File: src/rtl/program_loader.sv
// Streams a byte image into program memory: bytes are packed little-endian into
// instruction words and written at consecutive addresses from 0, core held in reset meanwhile.
`ifndef ADDRESS_SIZE
`define ADDRESS_SIZE 8
`endif
`ifndef INSTRUCTION_SIZE
`define INSTRUCTION_SIZE 32
`endif
`ifndef PROG_MEMORY_SIZE
`define PROG_MEMORY_SIZE 256
`endif

module program_loader #(
    parameter int ADDRESS_SIZE = `ADDRESS_SIZE,
    parameter int DATA_SIZE    = `INSTRUCTION_SIZE,
    parameter int SIZE         = `PROG_MEMORY_SIZE
) (
    input  logic                    clock,
    input  logic                    reset,
    input  logic                    start,
    input  logic                    in_valid,
    input  logic [7:0]              in_data,
    input  logic                    in_last,
    output logic                    in_ready,
    output logic                    mem_write_enable,
    output logic [ADDRESS_SIZE-1:0] mem_address,
    output logic [DATA_SIZE-1:0]    mem_data,
    output logic [ADDRESS_SIZE:0]   word_count,
    output logic                    busy,
    output logic                    done,
    output logic                    error,
    output logic                    core_reset_n,
    output logic [1:0]              fsm_state
);

    localparam int BYTES_PER_WORD = (DATA_SIZE + 7) / 8;
    localparam int IDX_W          = (BYTES_PER_WORD > 1) ? $clog2(BYTES_PER_WORD) : 1;
    localparam int CNT_W          = ADDRESS_SIZE + 1;

    typedef enum logic [1:0] {IDLE, LOAD, WRITE, DONE} state_t;

    state_t                      state, state_next;
    logic [IDX_W-1:0]            byte_idx;
    logic [8*BYTES_PER_WORD-1:0] assembly;
    logic                        word_last;
    logic [CNT_W-1:0]            count_inc;
    logic                        accept;
    logic                        word_full;

    // Handshake: a byte transfers on a rising edge where in_valid && in_ready;
    // the source must hold in_data/in_last stable until that happens.
    assign accept    = in_valid && in_ready;
    assign word_full = (byte_idx == IDX_W'(BYTES_PER_WORD - 1));
    assign count_inc = word_count + 1'b1;

    always_ff @(posedge clock) begin
        if (!reset) begin
            state      <= IDLE;
            byte_idx   <= '0;
            assembly   <= '0;
            word_last  <= 1'b0;
            word_count <= '0;
            error      <= 1'b0;
        end else begin
            state <= state_next;
            case (state)
                IDLE, DONE: begin
                    if (start) begin
                        byte_idx   <= '0;
                        assembly   <= '0;
                        word_last  <= 1'b0;
                        word_count <= '0;
                        error      <= 1'b0;
                    end
                end
                LOAD: begin
                    if (accept) begin
                        for (int k = 0; k < BYTES_PER_WORD; k++) begin
                            if (byte_idx == IDX_W'(k)) assembly[8*k +: 8] <= in_data;
                        end
                        byte_idx  <= byte_idx + 1'b1;
                        word_last <= in_last;
                    end
                end
                WRITE: begin
                    word_count <= count_inc;
                    assembly   <= '0;
                    byte_idx   <= '0;
                    word_last  <= 1'b0;
                    // A word carrying in_last ends cleanly even if it also fills memory.
                    if (word_last) error <= 1'b0;
                    else if (count_inc == CNT_W'(SIZE)) error <= 1'b1;
                end
                default: ;
            endcase
        end
    end

    always_comb begin
        state_next = state;
        case (state)
            IDLE:  if (start) state_next = LOAD;
            LOAD:  if (accept && (word_full || in_last)) state_next = WRITE;
            WRITE: begin
                if (word_last || count_inc == CNT_W'(SIZE)) state_next = DONE;
                else state_next = LOAD;
            end
            DONE:  if (start) state_next = LOAD;
            default: state_next = IDLE;
        endcase
    end

    assign in_ready         = (state == LOAD);
    assign mem_write_enable = (state == WRITE);
    assign mem_address      = word_count[ADDRESS_SIZE-1:0];
    assign mem_data         = assembly[DATA_SIZE-1:0];
    assign busy             = (state == LOAD) || (state == WRITE);
    assign done             = (state == DONE);
    assign core_reset_n     = !busy;
    assign fsm_state        = state;

endmodule

File: config.mk
export PLATFORM = sky130hd
export DESIGN_NAME = program_loader
export DESIGN_NICKNAME = d
export VERILOG_FILES = /design/src/rtl/program_loader.sv
export SDC_FILE = /design/constraint.sdc
export NUM_CORES = 1
export LEC_CHECK = 0
export CAP_MARGIN = 30
export CORE_MARGIN = 2
export CORE_UTILIZATION = 45
export CTS_CLUSTER_SIZE = 24
export DETAILED_ROUTE_END_ITERATION = 8
export HOLD_SLACK_MARGIN = 0.12
export PLACE_DENSITY = 0.77
export REMOVE_ABC_BUFFERS = 1
export SYNTH_ARGS = -nofsm -noshare
export SYNTH_HDL_FRONTEND = slang
export SYNTH_SLANG_ARGS = --single-unit
File: constraint.sdc
create_clock -name clock -period 2.66 [get_ports clock]
set_input_delay 0.798 -clock clock [delete_from_list [all_inputs] [get_ports clock]]
set_output_delay 0.798 -clock clock [all_outputs]
set_load 0.02 [all_outputs]
==> reports/metrics.cfg <==
[outcome]
outcome = finished, final reports clean

[placed_design]
post-place-cells = 380
port_buffers = 69
dp_hpwl_um = 3710
place.gp.congestion = 0.835

[finish]
final_common_cell = clkdlybuf4s50_1
fillers = 458
area_growth_pct = 35.5
diodes = 0
post_route_cells_drive_above_1_share = 0.0975
layoutNonFillerInstCount = 388
layout_common_cells = 68 x clkdlybuf4s50_1, 46 x dfxtp_1, 42 x nor2b_1
nets = 340

[clocking]
htreeDepth = 2
clock_path_buffers = 2
cts_setup_buffers = 0
cts-root-buf = clkbuf_8
path_clk_slew_ns = 0.09
clock-sinks = 47
insertion_delay_ns = 0.30
cts_inserted_buffers = 5
cts_tree = yes
ctsHoldBuffers = 0

[synthesis]
synth_ff_type = dfxtp_1
synth_edf_count = 0
syn_area_per_cell_um2 = 9.44
synthArstFlopShare = 0
syn-cell-area_um2 = 2380
yosysWarnings = 0
synth_cell_types = 41
ys_ff_latch = 47
ys_seq_area_frac = 0.396
synth_cells = 252

[grt]
gr-total-overflow = 0
track_usage = 0.182
grt_pass1_vias = 1757
grt_start_max_net_pins = 27
grt_pass1_wl_um = 8740
antenna_found_initial = 0

[pwr]
seqPwrFrac = 0.316
power_switching_uw = 1100
p_per_area_nw_per_um2 = 862
power.internal_uw = 1680
clkPwrFrac = 0.166
ir_worst_vdd_mv = 0.511
combPwrFrac = 0.518
p_leak_uw = 0.00124
switching_share = 0.397

[drt]
first_pass_iters = 4
drc = 0
first_iter_violations = 75
routedWlPerCell_um = 13.6
vias = 1945
drt-total-wl_um = 5280
final_antenna_net_count = 0
post_drt_via_cell_ratio = 5.01

[timing]
min_period_over_period = 0.959
period_needed_ns = 2.55
whs_ns = 0.480
worstMarginPinSlew_ns = 0.756
rsz0062_at_grt = no
setup_viol = 0
hold_viol_final = 0
setup_tns_ns = 0
slew_viol_final = 0
relSlewSlack = 0.495
skew_ns = 0.00479
max_freq_ghz = 0.392

[worst_setup_path]
crit_chain = inv_1 -> ha_1 -> clkdlybuf4s50_1
worstPathMaxFanout = 6
slowest_stage = clkdlybuf4s50_1
crit_type = reg -> out
critical_path.max_stage_delay_ns = 0.64
critical_path_required_ns = 1.86
start_kind = flop
worstSetupEndpointType = output pin
worstPathArrival_ns = 1.75

[worst_hold_path]
min_path_type = reg -> reg

[flow_run]
maxCapViolations = 0

[die]
io_pins = 70
initial_core_util = 0.466
coreArea_um2 = 5110
fp.dieW_um = 76.7
die_y_um = 76.7
num_rows = 26
die-area_um2 = 5880

[layout make-up]
cell class | instances | area [um2] | share of cell area
multi-input combinational | 172 | 1280 | 0.396
timing repair buffer | 80 | 776 | 0.241
sequential | 47 | 942 | 0.292
clock buffer | 6 | 82.6 | 0.0256
inverter | 11 | 41.3 | 0.0128
clock inverter | 2 | 16.3 | 0.00505
tap | 70 | 87.6 | 0.0272
[worst paths after layout]
| check | slack, ns | end | depth (start not counted) | from |
|---|---|---|---|---|
| setup reg to reg | 0.54 | fsm_state[1]$_SDFFE_PN0P_ | 7 | fsm_state[0]$_SDFFE_PN0P_ |
| hold / removal | 0.48 | word_last$_SDFFE_PN0P_ | 2 | word_last$_SDFFE_PN0P_ |
| hold reg to reg | 0.48 | word_last$_SDFFE_PN0P_ | 2 | word_last$_SDFFE_PN0P_ |
| setup / recovery | 0.11 | core_reset_n | 3 | fsm_state[0]$_SDFFE_PN0P_ |
[metrics by stage]
step                      setup WS [ns]  area [um2]  power (uW)  utilization
after detailed placement          0.194        3120        2340        0.611
final                             0.110        3220        2780        0.631
after CTS                        0.0336        3220        2800        0.630
after floorplan                   0.519        2260        1750            -
after global placement            0.230        3120        2330        0.611
after global routing             0.0140        3220        2950        0.631
[timing repair]
action | CTS | global route
gates cloned | 0 | 0
endpoints found under the setup margin | 1 | 1
resized for setup | 1 | 1
[cells by family (layout without fill, tap and decap cells)]
logic type	count (synthesis)	in the layout	share of synthesized area
compound gates	41	41	0.119
fa+ha+maj	10	10	0.0526
buf+inv	33	99	0.0679
flops	47	47	0.396
mux	34	34	0.144
simple gates	87	87	0.221
[synth_stat cells, types with 2 or more instances]
cell type / number / area [um2]
dfxtp_1: 47 / 941
nor2b_1: 42 / 263
mux2i_1: 33 / 330
nand2_1: 11 / 41.3
clkbuf_1: 10 / 37.5
ha_1: 10 / 125
inv_1: 10 / 37.5
buf_4: 9 / 67.6
a21oi_1: 8 / 40.0
and2_1: 8 / 50.1
o21ai_0: 7 / 35.0
a21boi_0: 5 / 37.5
nor3_1: 5 / 25.0
a21oi_2: 4 / 35.0
nand3_1: 4 / 20.0
or4_1: 4 / 30.0
buf_2: 3 / 15.0
nor2_1: 3 / 11.3
o21ai_1: 3 / 15.0
a22oi_1: 2 / 15.0
nand4_1: 2 / 12.5
nor4_1: 2 / 12.5
o21a_1: 2 / 15.0
[power by group through the flow]
stage	sequential (uW)	combinational, uW	clock, uW
after detailed placement	892	1450	0
after floorplan	1000	748	0
after CTS	880	1450	470
after global placement	892	1430	0
final	878	1440	462
after global routing	895	1550	503
[flip-flops by register name, summed over array words and instances, names as in the netlist]
name	cells
fsm_state	2
word_count	9
byte_idx	2
mem_data	32
error	1
word_last	1
[per-layer routing]
layer | wire length, um | vias to the layer above | GRT usage
li1 | - | 992 | -
met1 | 2510 | 898 | 0.248
met2 | 2520 | 47 | 0.286
met3 | 199 | 8 | 0.0294
met4 | 61 | 0 | 0.0800
met5 | 0 | - | 0
[critical path: cells and delay by family, from the launching register on]
family / cells / cell delay (ns)
adders and majority gates: 1 / 0.37
buffers and inverters: 2 / 0.70
DFF: 1 / 0.39
Note: power is estimated with default switching activity, not from simulation.
